===== config.mk =====
export PLATFORM = sky130hd
export DESIGN_NAME = lcd_show_char_flat
export DESIGN_NICKNAME = d
export VERILOG_FILES = /design/src/rtl/lcd_pkg.sv /design/src/rtl/lcd_show_char_if.sv /design/src/rtl/lcd_word_issuer.sv /design/src/rtl/lcd_show_char.sv /design/src/flat_wrapper.sv
export SDC_FILE = /design/constraint.sdc
export NUM_CORES = 1
export LEC_CHECK = 0
export BUFFER_PORTS_ARGS = -buffer_cell sky130_fd_sc_hd__buf_2
export CORE_MARGIN = 2
export CORE_UTILIZATION = 30
export CTS_CLUSTER_DIAMETER = 100
export DETAILED_ROUTE_END_ITERATION = 6
export GPL_TIMING_DRIVEN = 0
export SETUP_SLACK_MARGIN = 0.15
export SLEW_MARGIN = 20
export SYNTH_ARGS = -nofsm -noshare
export SYNTH_HDL_FRONTEND = slang
export SYNTH_SLANG_ARGS = --single-unit

===== constraint.sdc =====
create_clock -name sys_clk_50MHz -period 5.9 [get_ports sys_clk_50MHz]
set_clock_uncertainty 0.2 [all_clocks]
set_input_delay 0.59 -clock sys_clk_50MHz [delete_from_list [all_inputs] [get_ports sys_clk_50MHz]]
set_output_delay 0.59 -clock sys_clk_50MHz [all_outputs]
set_load 0.01 [all_outputs]

===== src/rtl/lcd_pkg.sv =====
// Shared constants, FSM state encoding and window-command word builder for the LCD glyph path.
// Pure definitions; no timing or flow-control behaviour of its own.
package lcd_pkg;

    localparam logic [7:0] LCD_CMD_CASET = 8'h2A;
    localparam logic [7:0] LCD_CMD_RASET = 8'h2B;
    localparam logic [7:0] LCD_CMD_RAMWR = 8'h2C;

    localparam logic [6:0] ASCII_FIRST = 7'h20;
    localparam logic [6:0] ASCII_LAST  = 7'h7E;

    typedef enum logic [3:0] {
        IDLE, CHECK, CMD, FETCH, LATCH, PIX_HI, PIX_LO, WAIT, DONE
    } state_t;

    // Word idx of the 11-word window preamble: CASET x0 x1, RASET y0 y1, RAMWR.
    function automatic logic [8:0] cmd_word(input logic [3:0] idx,
                                            input logic [15:0] x0, input logic [15:0] x1,
                                            input logic [15:0] y0, input logic [15:0] y1);
        logic [8:0] w;
        case (idx)
            4'd0:    w = {1'b0, LCD_CMD_CASET};
            4'd1:    w = {1'b1, x0[15:8]};
            4'd2:    w = {1'b1, x0[7:0]};
            4'd3:    w = {1'b1, x1[15:8]};
            4'd4:    w = {1'b1, x1[7:0]};
            4'd5:    w = {1'b0, LCD_CMD_RASET};
            4'd6:    w = {1'b1, y0[15:8]};
            4'd7:    w = {1'b1, y0[7:0]};
            4'd8:    w = {1'b1, y1[15:8]};
            4'd9:    w = {1'b1, y1[7:0]};
            default: w = {1'b0, LCD_CMD_RAMWR};
        endcase
        return w;
    endfunction

endpackage


===== src/rtl/lcd_show_char_if.sv =====
// Word channel from an LCD producer to the SPI writer: 9-bit {dc, byte} word, write strobe, completion pulse.
// One word outstanding at a time; the producer holds the word until wr_done.
interface lcd_show_char_if;
    logic [8:0] show_char_data;
    logic       en_write_show_char;
    logic       wr_done;

    modport master (output show_char_data, output en_write_show_char, input wr_done);
    modport slave  (input show_char_data, input en_write_show_char, output wr_done);
endinterface


===== src/rtl/lcd_word_issuer.sv =====
// Registers one word and pulses the write strobe the cycle after issue_vld_i; holds the word until wr_done.
// ack_o flags wr_done only while a word is outstanding, so stray completions are dropped.
module lcd_word_issuer (
    input  logic       clk,
    input  logic       rst,
    input  logic       issue_vld_i,
    input  logic [8:0] issue_dat_i,
    input  logic       wr_done_i,
    output logic [8:0] wr_dat_o,
    output logic       wr_en_o,
    output logic       ack_o
);
    logic [8:0] dat_q;
    logic       en_q;
    logic       pend_q;

    always_ff @(posedge clk or posedge rst) begin
        if (rst) begin
            dat_q  <= '0;
            en_q   <= 1'b0;
            pend_q <= 1'b0;
        end else begin
            en_q <= issue_vld_i;
            if (issue_vld_i) begin
                dat_q  <= issue_dat_i;
                pend_q <= 1'b1;
            end else if (wr_done_i) begin
                pend_q <= 1'b0;
            end
        end
    end

    assign wr_dat_o = dat_q;
    assign wr_en_o  = en_q;
    assign ack_o    = pend_q & wr_done_i;
endmodule


===== src/rtl/lcd_show_char.sv =====
// Draws one 8x16 or 16x32 ASCII glyph: window commands, then RGB565 pixels from the font ROM.
// Each word waits for wr_done before the next is issued; start pulses while busy are ignored.
module lcd_show_char
    import lcd_pkg::*;
#(
    parameter int          LCD_W    = 240,
    parameter int          LCD_H    = 240,
    parameter logic [15:0] FG_COLOR = 16'hFFFF,
    parameter logic [15:0] BG_COLOR = 16'h0000,
    parameter int          FONT_AW  = 12
) (
    input  logic               sys_clk_50MHz,
    input  logic               sys_rst,
    input  logic               show_char_flag,
    input  logic [6:0]         ascii_num,
    input  logic               en_size,
    input  logic [8:0]         start_x,
    input  logic [8:0]         start_y,
    output logic [FONT_AW-1:0] font_addr,
    output logic               font_size,
    input  logic [15:0]        font_q,
    lcd_show_char_if.master    wr,
    output logic               show_char_done,
    output logic               busy
);
    state_t             state_q, state_d, ret_q, ret_d;
    logic [6:0]         code_q, code_d;
    logic               size_q, size_d;
    logic [8:0]         sx_q, sx_d, sy_q, sy_d;
    logic [FONT_AW-1:0] base_q, base_d;
    logic [4:0]         row_q, row_d;
    logic [3:0]         col_q, col_d;
    logic [3:0]         idx_q, idx_d;
    logic [15:0]        shreg_q, shreg_d;

    logic               issue_vld, ack;
    logic [8:0]         issue_dat, wr_dat;
    logic               wr_en;

    logic [3:0]         w_m1;
    logic [4:0]         h_m1;
    logic [15:0]        x0, x1, y0, y1, colour;
    logic [9:0]         x_end, y_end;
    logic [6:0]         code_eff, glyph_idx;
    logic               oob;

    assign w_m1      = size_q ? 4'd15 : 4'd7;
    assign h_m1      = size_q ? 5'd31 : 5'd15;
    assign x0        = {7'd0, sx_q};
    assign y0        = {7'd0, sy_q};
    assign x1        = x0 + {12'd0, w_m1};
    assign y1        = y0 + {11'd0, h_m1};
    assign x_end     = {1'b0, sx_q} + {6'd0, w_m1} + 10'd1;
    assign y_end     = {1'b0, sy_q} + {5'd0, h_m1} + 10'd1;
    assign oob       = (x_end > 10'(LCD_W)) || (y_end > 10'(LCD_H));
    assign code_eff  = (code_q < ASCII_FIRST || code_q > ASCII_LAST) ? ASCII_FIRST : code_q;
    assign glyph_idx = code_eff - ASCII_FIRST;
    assign colour    = shreg_q[15] ? FG_COLOR : BG_COLOR;

    always_comb begin
        state_d   = state_q;
        ret_d     = ret_q;
        code_d    = code_q;
        size_d    = size_q;
        sx_d      = sx_q;
        sy_d      = sy_q;
        base_d    = base_q;
        row_d     = row_q;
        col_d     = col_q;
        idx_d     = idx_q;
        shreg_d   = shreg_q;
        issue_vld = 1'b0;
        issue_dat = '0;
        case (state_q)
            IDLE: if (show_char_flag) begin
                code_d  = ascii_num;
                size_d  = en_size;
                sx_d    = start_x;
                sy_d    = start_y;
                state_d = CHECK;
            end
            CHECK: begin
                base_d  = size_q ? FONT_AW'({glyph_idx, 5'd0}) : FONT_AW'({glyph_idx, 4'd0});
                row_d   = '0;
                col_d   = '0;
                idx_d   = '0;
                state_d = oob ? DONE : CMD;
            end
            CMD: begin
                issue_vld = 1'b1;
                issue_dat = cmd_word(idx_q, x0, x1, y0, y1);
                ret_d     = CMD;
                state_d   = WAIT;
            end
            FETCH: state_d = LATCH;
            LATCH: begin
                // The 8x16 bank only populates the low byte; left-align it so bit 15 is always the current pixel.
                shreg_d = size_q ? font_q : {font_q[7:0], 8'h00};
                state_d = PIX_HI;
            end
            PIX_HI: begin
                issue_vld = 1'b1;
                issue_dat = {1'b1, colour[15:8]};
                ret_d     = PIX_HI;
                state_d   = WAIT;
            end
            PIX_LO: begin
                issue_vld = 1'b1;
                issue_dat = {1'b1, colour[7:0]};
                ret_d     = PIX_LO;
                state_d   = WAIT;
            end
            WAIT: if (ack) begin
                case (ret_q)
                    CMD: begin
                        if (idx_q == 4'd10) state_d = FETCH;
                        else begin
                            idx_d   = idx_q + 4'd1;
                            state_d = CMD;
                        end
                    end
                    PIX_HI: state_d = PIX_LO;
                    PIX_LO: begin
                        shreg_d = {shreg_q[14:0], 1'b0};
                        if (col_q == w_m1) begin
                            col_d = '0;
                            if (row_q == h_m1) state_d = DONE;
                            else begin
                                row_d   = row_q + 5'd1;
                                state_d = FETCH;
                            end
                        end else begin
                            col_d   = col_q + 4'd1;
                            state_d = PIX_HI;
                        end
                    end
                    default: state_d = IDLE;
                endcase
            end
            DONE:    state_d = IDLE;
            default: state_d = IDLE;
        endcase
    end

    always_ff @(posedge sys_clk_50MHz or posedge sys_rst) begin
        if (sys_rst) begin
            state_q <= IDLE;
            ret_q   <= IDLE;
            code_q  <= '0;
            size_q  <= 1'b0;
            sx_q    <= '0;
            sy_q    <= '0;
            base_q  <= '0;
            row_q   <= '0;
            col_q   <= '0;
            idx_q   <= '0;
            shreg_q <= '0;
        end else begin
            state_q <= state_d;
            ret_q   <= ret_d;
            code_q  <= code_d;
            size_q  <= size_d;
            sx_q    <= sx_d;
            sy_q    <= sy_d;
            base_q  <= base_d;
            row_q   <= row_d;
            col_q   <= col_d;
            idx_q   <= idx_d;
            shreg_q <= shreg_d;
        end
    end

    lcd_word_issuer u_issuer (
        .clk         (sys_clk_50MHz),
        .rst         (sys_rst),
        .issue_vld_i (issue_vld),
        .issue_dat_i (issue_dat),
        .wr_done_i   (wr.wr_done),
        .wr_dat_o    (wr_dat),
        .wr_en_o     (wr_en),
        .ack_o       (ack)
    );

    assign wr.show_char_data     = wr_dat;
    assign wr.en_write_show_char = wr_en;
    assign font_addr             = base_q + FONT_AW'(row_q);
    assign font_size             = size_q;
    assign show_char_done        = (state_q == DONE);
    assign busy                  = (state_q != IDLE) && (state_q != DONE);
endmodule

===== src/flat_wrapper.sv =====
// flat-port wrapper written by rule: the top's interface ports become plain ports
module lcd_show_char_flat import lcd_pkg::*;
#(
    parameter int          LCD_W    = 240,
    parameter int          LCD_H    = 240,
    parameter logic [15:0] FG_COLOR = 16'hFFFF,
    parameter logic [15:0] BG_COLOR = 16'h0000,
    parameter int          FONT_AW  = 12
)
  (sys_clk_50MHz, sys_rst, show_char_flag, ascii_num, en_size, start_x, start_y, font_addr, font_size, font_q, show_char_done, busy, wr_show_char_data, wr_en_write_show_char, wr_wr_done);
  lcd_show_char_if wr_i ();
  input  logic sys_clk_50MHz;
  input  logic sys_rst;
  input  logic show_char_flag;
  input  logic [6:0] ascii_num;
  input  logic en_size;
  input  logic [8:0] start_x;
  input  logic [8:0] start_y;
  output logic [FONT_AW-1:0] font_addr;
  output logic font_size;
  input  logic [15:0] font_q;
  output logic show_char_done;
  output logic busy;
  output wire logic [$bits(wr_i.show_char_data)-1:0] wr_show_char_data;
  output wire logic [$bits(wr_i.en_write_show_char)-1:0] wr_en_write_show_char;
  input wire logic [$bits(wr_i.wr_done)-1:0] wr_wr_done;
  assign wr_show_char_data = wr_i.show_char_data;
  assign wr_en_write_show_char = wr_i.en_write_show_char;
  assign wr_i.wr_done = wr_wr_done;
  lcd_show_char #(.LCD_W(LCD_W), .LCD_H(LCD_H), .FG_COLOR(FG_COLOR), .BG_COLOR(BG_COLOR), .FONT_AW(FONT_AW)) u_core (.sys_clk_50MHz(sys_clk_50MHz), .sys_rst(sys_rst), .show_char_flag(show_char_flag), .ascii_num(ascii_num), .en_size(en_size), .start_x(start_x), .start_y(start_y), .font_addr(font_addr), .font_size(font_size), .font_q(font_q), .wr(wr_i), .show_char_done(show_char_done), .busy(busy));
endmodule

# After elaboration in Yosys (flattened, before gate mapping)
# Index checks and enable logic that the tools add are counted.
# word_totals
input_bits	46
regBits	86
elab_cells	114
# op_classes
magnitude_cmp	4
bitwise	1
reduce_logical	17
eq_ne	31
addsub	11
mux	36
# op_table
cell	count
9-bit case mux with 10 select lines	1
16-bit two-way mux	4
4-bit two-way mux	12
4-bit by 3-bit == test with 1-bit output, second input constant	10
16-bit case mux with 2 select lines	1
9-bit case mux with 3 select lines	1
5-bit two-way mux	5
4-bit case mux with 3 select lines	2
4-bit case mux with 6 select lines	1
10-bit by 1-bit adder with 10-bit output, second input constant	2
9-bit by 4-bit adder with 10-bit output	2
9-bit by 5-bit adder with 10-bit output	2
4-bit by 2-bit == test with 1-bit output, second input constant	5
10-bit by 8-bit greater-than comparator with 1-bit output, second input constant	2
4-bit == test, second input constant	4
4-bit case mux with 2 select lines	2
12-bit by 5-bit adder with 12-bit output	1
12-bit two-way mux	1
5-bit case mux with 2 select lines	1
4-bit by 1-bit adder with 4-bit output, second input constant	2
4-bit by 1-bit == test with 1-bit output, second input constant	2
4-bit logical NOT	2
2-bit inequality test, second input constant	4
7-bit greater-than comparator, second input constant	1
other kinds (20)	30

# Logic depth before layout (Yosys ltp)
# Gate-level depths: netlist (run 1).
# logic_depth
word_depth	7
mapped_depth	11
ltp_nobuf	9

# Modules after synthesis
# Synthesis (run 1) repeated with hierarchy kept, for this count alone.
# unflattened
hier_cells	546
hier_area_um2	5077.4
# modules_own_cells
mod	area_per_inst_um2	seq_area_each_um2	cells_each	instances
lcd_show_char	4633.2	1751.7	521	1
lcd_word_issuer	444.2	275.3	25	1

# Worst setup path after synthesis (run 1)
# Ideal clock, no wire load.
# synth_timing
path_kind	register to register
start	register u_core.size_q (netlist: u_core.font_size)
end	register u_core.state_q[1]
arrival_time_ns	2.367
setup_ns	0.126
stages_incl_launch_ff	11
required_time_ns	5.574
synth_period_minus_slack_ns	2.693
setup_slack_ns	3.207
cell_sequence	dfrtp_1 buf_6 clkbuf_1 inv_1 ha_1 inv_1 ha_1 xnor2_1 a2111oi_0 a221oi_1 a221o_1
# synth_via
elab_chain_len	7
word_cells_on_any_way	17
cone_classes	add/sub (4); order compare (2); eq/ne (2); mux (8); reduce/logical (1)
# synth_rtl
item	line	text
from (decl)	lcd_show_char.sv:28	logic size_q, size_d;
from (signal assigned)	lcd_show_char.sv:162	size_q <= size_d;
4-bit two-way mux or 5-bit two-way mux (tied branches)	lcd_show_char.sv:47, lcd_show_char.sv:48	
9-bit by 4-bit adder with 10-bit output (tied with other cells)	lcd_show_char.sv:53	assign x_end = {1'b0, sx_q} + {6'd0, w_m1} + 10'd1;
10-bit by 1-bit adder with 10-bit output (tied with other cells)	lcd_show_char.sv:53	
10-bit by 8-bit greater-than comparator with 1-bit output or 4-bit two-way mux (tied branches)	lcd_show_char.sv:55, lcd_show_char.sv:125	
1-bit logical OR or 4-bit case mux with 3 select lines (tied branches)	lcd_show_char.sv:55, lcd_show_char.sv:114	
4-bit two-way mux (on tied branches)	lcd_show_char.sv:87, lcd_show_char.sv:113	
4-bit case mux with 6 select lines (*)	lcd_show_char.sv:74	case (state_q)
to (signal assigned)	lcd_show_char.sv:159	state_q <= state_d;
to (decl)	lcd_show_char.sv:26	state_t state_q, state_d, ret_q, ret_d;
# Mark *: on every way between the ends. The rest lies on a longest branch, timed or not. The select of a mux whose other input is x is not followed.
# A chain may end at the register's enable or synchronous reset.

# Final worst setup path (run 1)
# Same ends and word-level chain as after synthesis.

==> results of run 1 <==
[path summary, 6_finish.rpt]
check	slack (ns)	endpoint	from
max reg2reg	2.57	u_core.state_q[1]$_DFFE_PP0P_	u_core.font_size$_DFFE_PP0P_
max	2.57	u_core.state_q[1]$_DFFE_PP0P_	u_core.font_size$_DFFE_PP0P_
min	0.1	u_core.code_q[6]$_DFFE_PP0P_	sys_rst
max in group asynchronous	4.79	u_core.u_issuer.wr_dat_o[4]$_DFFE_PP0P_	sys_rst
min in group sys_clk_50MHz	0.27	u_core.code_q[3]$_DFFE_PP0P_	ascii_num[3]
min reg2reg	0.28	u_core.shreg_q[8]$_DFFE_PP0P_	u_core.shreg_q[8]$_DFFE_PP0P_
[critical path: cells and delay by family (launching register included)]
| family | cells | cell delay, ns |
|---|---|---|
| DFF | 1 | 0.47 |
| adders and majority gates | 2 | 0.46 |
| xor gates and xnor gates | 1 | 0.06 |
| AOI/OAI and AO/OA | 3 | 1.10 |
| buffers and inverters | 4 | 0.91 |
[flip-flops by register name, summed over array words and instances (netlist names)]
| register | count |
|---|---|
| u_core.u_issuer.pend_q | 1 |
| u_core.idx_q | 4 |
| u_core.sy_q | 9 |
| u_core.state_q | 4 |
| u_core.shreg_q | 16 |
| u_core.row_q | 5 |
| u_core.col_q | 4 |
| u_core.sx_q | 9 |
| u_core.u_issuer.wr_dat_o | 9 |
| u_core.base_q | 8 |
| u_core.u_issuer.wr_en_o | 1 |
| u_core.font_size | 1 |
| u_core.code_q | 7 |
| u_core.ret_q | 3 |
[layout by cell type (no fill, tap or decap), types with 4 or more instances in the layout]
| cell | count |
|---|---|
| a221o_1 | 4 |
| nand4_1 | 4 |
| o21ai_1 | 5 |
| clkbuf_1 | 19 |
| inv_1 | 21 |
| or3_1 | 4 |
| buf_4 | 5 |
| nor2_1 | 41 |
| clkbuf_16 | 9 |
| mux2i_1 | 15 |
| mux2_2 | 28 |
| dfrtp_1 | 81 |
| nand3_1 | 17 |
| a211oi_1 | 5 |
| a21oi_1 | 39 |
| nand2b_1 | 6 |
| nand2_1 | 69 |
| o21ai_0 | 53 |
| nor2b_1 | 6 |
| and3_1 | 12 |
| xnor2_1 | 11 |
| xor2_1 | 7 |
| nor3_1 | 6 |
| ha_1 | 18 |
| buf_2 | 79 |
| o31ai_1 | 5 |
[layer usage]
metal,vias up,GRT usage (%),routed length (um)
met2,111,21.4,5370
met5,-,0,0
met4,0,6.52,270
li1,2108,-,-
met3,19,2.92,574
met1,1956,20.7,6090
[stage by stage]
| step | total power [mW] | area, um^2 | std cells |
|---|---|---|---|
| final | 3.02 | 5840 | 850 |
| after floorplan | 2.06 | 4920 | 547 |
| after global placement | 2.49 | 5540 | 833 |
| after detailed placement | 2.50 | 5560 | 834 |
| after CTS | 3.04 | 5840 | 850 |
| after global routing | 3.28 | 5840 | 850 |
[cells in the mapped netlist (3+ instances only)]
cell	instances
nand3_1	17
and3_1	12
nor3_1	6
mux2_2	28
o31ai_1	5
nor2_1	41
and2b_1	3
nand2b_1	6
inv_1	22
nand2_1	69
or3_1	4
a221o_1	4
o21ai_1	5
buf_4	5
a221oi_1	3
o211ai_1	3
and2_1	3
clkbuf_1	19
xnor2_1	11
xor2_1	7
nand4_1	4
a31oi_1	3
buf_2	9
o21ai_0	53
dfrtp_1	81
o32ai_1	3
a21oi_1	39
a22o_1	3
a211oi_1	5
mux2i_1	15
nand3b_1	3
nor2b_1	6
ha_1	18
[power by group through the flow]
stage	combinational, mW	clock, mW	sequential [mW]
after floorplan	1.08	0	0.981
after global placement	1.45	0	1.04
after detailed placement	1.46	0	1.04
after CTS	1.47	0.542	1.04
after global routing	1.64	0.573	1.07
final	1.46	0.528	1.04
[kinds of logic (layout without fill, tap and decap cells)]
group | Yosys count | after routing
xor+xnor | 19 | 19
mux | 43 | 43
buf+inv | 56 | 143
fa+ha+maj | 18 | 18
flops | 81 | 81
simple gates | 186 | 186
compound gates | 144 | 144
[area by class of cell]
class | instances | area share [%]
Multi-Input combinational cell | 410 | 45.2
Sequential cell | 81 | 34.7
Clock buffer | 9 | 3.86
Tap cell | 216 | 4.63
Clock inverter | 7 | 0.943
Buffer | 34 | 2.83
Timing Repair Buffer | 71 | 6.34
Inverter | 22 | 1.46
==> key figures, run 1 <==
Pwr
  – Cell Int Power: 1.70 mW
  – Pleak: 2.66 nW
  – Power share of the sequential group: 34.3%
  – Power density over cell area: 517 nW/um^2
  – Clock share of power: 17.5%
  – Maximum VDD drop: 0.211 mV
  – Switching part of the total: 43.8%
  – Psw: 1.32 mW
  – Comb power frac: 48.2%

Clock network
  – CTS root buf: clkbuf_16
  – # Post-CTS Setup Buffers: 0
  – Clock latency on the worst-skew pair: 0.34 ns
  – Reg clk slew, reported paths: 0.07 ns
  – CTS resizes: 0
  – Cts hold-fix bufs: 0
  – Clk sink count: 81
  – Longest Clk Path Bufs: 2
  – H-tree levels: 3
  – TritonCTS buffer count: 9
  – CTS tree: done

Placement
  – Placer congestion estimate: 0.909
  – DPL Wire Length: 9430 um
  – Port bufs: 70
  – DP Worst Slack: 2.47 ns

Floorplan
  – Core ar.: 15900 um^2
  – IO Count: 71
  – Die Ht: 132 um
  – Initial Utilization: 30.8%
  – Num rows: 46
  – Die outline width: 132 um
  – Die ar.: 17400 um^2

Global route
  – Initial antenna violation count: 0
  – Global-route wire length before repair: 20500 um
  – Tot GR Track Use: 14.6%
  – Vias in the first global route: 3979
  – Overflow after GRT: 0
  – Largest net degree at the start of global routing: 42

Timing
  – Final setup TNS: 0 ns
  – Slew Limit Headroom: 59.6%
  – WHS: 0.0965 ns
  – Unrepaired setup endpoints after global routing: no
  – Period minus WS final: 3.33 ns
  – Final Cycle Share: 56.4%
  – Max Freq: 0.301 GHz
  – Final WS setup: 2.57 ns
  – Hold Vio Cnt, Final: 0
  – Slew Viols, Final: 0
  – Worst-Margin Slew: 0.606 ns
  – # setup viols final: 0

Drt
  – Total wire length: 12300 um
  – Residual DRC: 0
  – DR vias: 4194
  – ANT nets after route: 0
  – Post-DR vias/cell: 4.93
  – Drt wl/cell: 14.5 um
  – Drt pass-1 iters: 5
  – DRT iter0 DRCs: 311

Logic synthesis
  – Seq/Total Area, Yosys: 41.2%
  – Avg Inst Size Synth: 8.99 um^2
  – EDFF count, synth: 0
  – Yosys top cell by area: dfrtp_1
  – Synth top area share: 41.2%
  – Synth Flop Type: dfrtp_1
  – Post-Synth Adder-Cell Area: 4.58%
  – Synth Area in Compound Gates: 17.8%
  – Syn. warnings: 0
  – Top cells by area, synth: dfrtp_1 41%, mux2_2 6.4%, o21ai_0 5.4%
  – Post-synthesis xor/xnor area fraction: 3.54%
  – Synth Net Count: 611
  – Count of different cell masters after synthesis: 62
  – Synth Area in Simple Gates: 18.4%
  – Mapped Cells: 547
  – Flops & latches, synth: 81
  – Asr flop ratio synth: 100%
  – Main combinational cell family by area after synthesis: simple AND/OR/NAND/NOR gates
  – Multiplexer area fraction after synthesis: 9.47%
  – Cell area after synthesis: 4920 um^2

Finish
  – Share of cells above drive strength 1: 21.9%
  – Number of fillers in the final layout: 1699
  – Fin nets: 693
  – Multi-input logic area: 2640 um^2
  – Register area: 2030 um^2
  – Area grow syn2layout: 18.8%
  – Post-layout util: 36.6%
  – ANT cells: 0

Worst setup path
  – Worst Setup End Kind: register
  – Crit-path cells: buf_6 > clkbuf_1 > inv_1 > ha_1 > inv_1 > ha_1 > xnor2_1 > a2111oi_0 > a221oi_1 > a221o_1
  – Worst endpoint data arrival time: 3.36 ns
  – CP Launch Type: register
  – Reg2Reg Depth: 10
  – Critical path required time: 5.93 ns
  – Slowest CP cell: dfrtp_1
  – Critical path type: reg -> reg
  – Worst path max stage delay: 0.47 ns
  – Worst-path fanout max: 10

Hold path
  – Hold Crit Class: in -> async

Outcome
  – Status: finished clean

Run
  – Max-Cap Viols: 0
(Power assumes the default switching activity.)
==> run 2: changes to the inputs <==
Clock period 5.9 ns to 3.18 ns, I/O delays scaled along.
==> key figures, run 2 (same netlist as run 1, synthesis figures left out) <==
Outcome
  – Status: finished clean

Timing
  – Slew Viols, Final: 0 (unchanged)
  – Worst-Margin Slew: 0.596 ns (-0.00935 ns)
  – WHS: 0.00951 ns (-0.0870 ns)
  – Final WS setup: 0.335 ns (-2.24 ns)
  – Unrepaired setup endpoints after global routing: yes
  – Final Cycle Share: 89.5% (+33 points)
  – Hold Vio Cnt, Final: 0 (unchanged)
  – Period minus WS final: 2.85 ns (-0.480 ns)
  – Final setup TNS: 0 ns (unchanged)
  – # setup viols final: 0 (unchanged)
  – Slew Limit Headroom: 59.9% (+0.32 points)
  – Max Freq: 0.351 GHz (+17%)

Finish
  – Fin nets: 711 (+2.6%)
  – Number of fillers in the final layout: 1679 (-1.2%)
  – Register area: 2030 um^2 (unchanged)
  – Number of flip-flops in the largest register: 16 (unchanged)
  – Top reg by flops: u_core.shreg_q
  – Share of cells above drive strength 1: 21.5% (-0.45 points)
  – Post-route insts no fill: 868 (+2.1%)
  – Multi-input logic area: 2650 um^2 (+0.28%)
  – Area grow syn2layout: 22.7%
  – ANT cells: 0 (unchanged)
  – Post-layout util: 37.9% (+1.2 points)
  – Final instance area: 6030 um^2 (+3.3%)
  – Most frequent cells in the layout: 81 x dfrtp_1, 79 x buf_2, 69 x nand2_1
  – Commonest non-fill, non-tap cell in the layout: dfrtp_1

Global route
  – Largest net degree at the start of global routing: 42 (unchanged)
  – Overflow after GRT: 0 (unchanged)
  – Global-route wire length before repair: 20700 um (+0.67%)
  – Vias in the first global route: 4029 (+1.3%)
  – Initial antenna violation count: 0 (unchanged)
  – Tot GR Track Use: 14.7% (+0.090 points)

Drt
  – Total wire length: 12500 um (+1.2%)
  – Drt wl/cell: 14.4 um (-0.87%)
  – Drt pass-1 iters: 4 (-1)
  – Post-DR vias/cell: 4.92 (-0.28%)
  – Residual DRC: 0 (unchanged)
  – ANT nets after route: 0 (unchanged)
  – DRT iter0 DRCs: 302 (-2.9%)
  – DR vias: 4271 (+1.8%)

Floorplan
  – Num rows: 46 (unchanged)
  – Die outline width: 132 um (unchanged)
  – Core ar.: 15900 um^2 (unchanged)
  – Die ar.: 17400 um^2 (unchanged)
  – IO Count: 71 (unchanged)
  – Die Ht: 132 um (unchanged)
  – Initial Utilization: 30.8% (unchanged)

Placement
  – Placer congestion estimate: 0.909 (unchanged)
  – DP Worst Slack: -0.251 ns (-2.72 ns)
  – Port bufs: 70 (unchanged)
  – Post-Place Cell Area: 5560 um^2 (unchanged)
  – DPL Wire Length: 9430 um (unchanged)
  – Dpl cells: 834 (unchanged)

Clock network
  – # Post-CTS Setup Buffers: 0 (unchanged)
  – Clk sink count: 81 (unchanged)
  – TritonCTS buffer count: 9 (unchanged)
  – H-tree levels: 3 (unchanged)
  – CTS root buf: clkbuf_16
  – Longest Clk Path Bufs: 2 (unchanged)
  – Clock latency on the worst-skew pair: 0.35 ns (about the same)
  – CTS tree: done
  – Reg clk slew, reported paths: 0.07 ns (about the same)

Worst setup path
  – Reg-to-reg startpoint: u_core.font_size$_DFFE_PP0P_
  – Worst path max stage delay: 0.46 ns (about the same)
  – Reg2Reg Depth: 9 (-1)
  – CP Launch Type: register
  – Slowest CP cell: dfrtp_1
  – CP top delay family: compound AO/OA/AOI/OAI gates
  – Crit-path cells: buf_6 > inv_1 > ha_1 > inv_1 > ha_1 > xnor2_1 > a2111oi_1 > a221oi_2 > a221o_1
  – Worst R2R Setup Slack: 0.33 ns (-2.24 ns)
  – Worst Setup End Kind: register
  – Critical path required time: 3.21 ns (-2.72 ns)
  – Worst-path fanout max: 18 (+8)
  – Worst endpoint data arrival time: 2.88 ns (-0.48 ns)
  – Critical path type: reg -> reg
  – CP bufs+invs: 3 (-1)
  – Worst r2r dst: u_core.state_q[1]$_DFFE_PP0P_

Run
  – Max-Cap Viols: 0 (unchanged)

Pwr
  – Total power: 5.63 mW (+87%)
  – Maximum VDD drop: 0.395 mV (+87%)
  – Pleak: 2.74 nW (+3.0%)
  – Power density over cell area: 933 nW/um^2 (+81%)

Hold path
  – WHS Path Cells: 2
  – Hold Crit Class: in -> reg
  – Hold wc startpoint: start_y[2]
  – Hold endpoint: u_core.sy_q[2]$_DFFE_PP0P_
-- run 2: changes by cell type in the layout (fill, tap and decap cells not counted), sizes merged --
cell	before	now
clkbuf	28	27
dlygate4sd3	0	19
-- run 2: layout make-up --
| cell class | count | share of cell area (%) |
|---|---|---|
| clock buffers | 9 | 3.73 |
| well taps | 216 | 4.48 |
| repair buffers | 90 | 9.29 |
| clock inverters | 7 | 0.912 |
| plain buffers | 33 | 2.67 |
| multi-input cells | 410 | 43.9 |
| inverters | 22 | 1.41 |
| flip-flops and latches | 81 | 33.6 |
-- run 2: worst register-to-register path: cells and delay by family, from the launching register on --
kind / cells / cell delay [ns]
DFF: 1 / 0.46
xor gates and xnor gates: 1 / 0.13
buffers and inverters: 3 / 0.48
AOI/OAI and AO/OA: 3 / 1.01
adders and majority gates: 2 / 0.45
-- run 2: repair_timing --
| action | CTS | global route |
|---|---|---|
| gates cloned | 0 | 0 |
| gates resized for setup | 1 | 2 |
| endpoints found under the hold margin | 57 | 1 |
| hold buffers | 18 | 1 |
| setup endpoints to repair | 7 | 2 |
-- run 2: layer usage --
layer	wire, um	track usage, %	vias to the layer above	part of all wire, %
met2	5520	21.8	103	44
li1	-	-	2146	-
met3	542	2.88	20	4.4
met5	0	0	-	0
met1	6120	20.7	2002	49
met4	276	6.52	0	2.2
-- run 2: how the worst max path moves through the flow --
stage,depth (start not counted),slack [ns],end,from
after floorplan,10,0.49,u_core.state_q[1]$_DFFE_PP0P_,u_core.font_size$_DFFE_PP0P_
after global placement,2,-0.54,u_core.u_issuer.wr_dat_o[6]$_DFFE_PP0P_,sys_rst
after detailed placement,10,-0.25,u_core.state_q[1]$_DFFE_PP0P_,u_core.font_size$_DFFE_PP0P_
after CTS,9,0.16,u_core.state_q[1]$_DFFE_PP0P_,u_core.font_size$_DFFE_PP0P_
after global routing,9,0.15,u_core.state_q[1]$_DFFE_PP0P_,u_core.font_size$_DFFE_PP0P_
final,9,0.33,u_core.state_q[1]$_DFFE_PP0P_,u_core.font_size$_DFFE_PP0P_
-- run 2: where the power goes --
group / switching (mW) / internal, mW / leakage (nW)
registers: 0.450 / 1.47 / 1.02
logic: 1.57 / 1.16 / 1.59
clock network: 0.441 / 0.535 / 0.132
total: 2.46 / 3.17 / 2.74
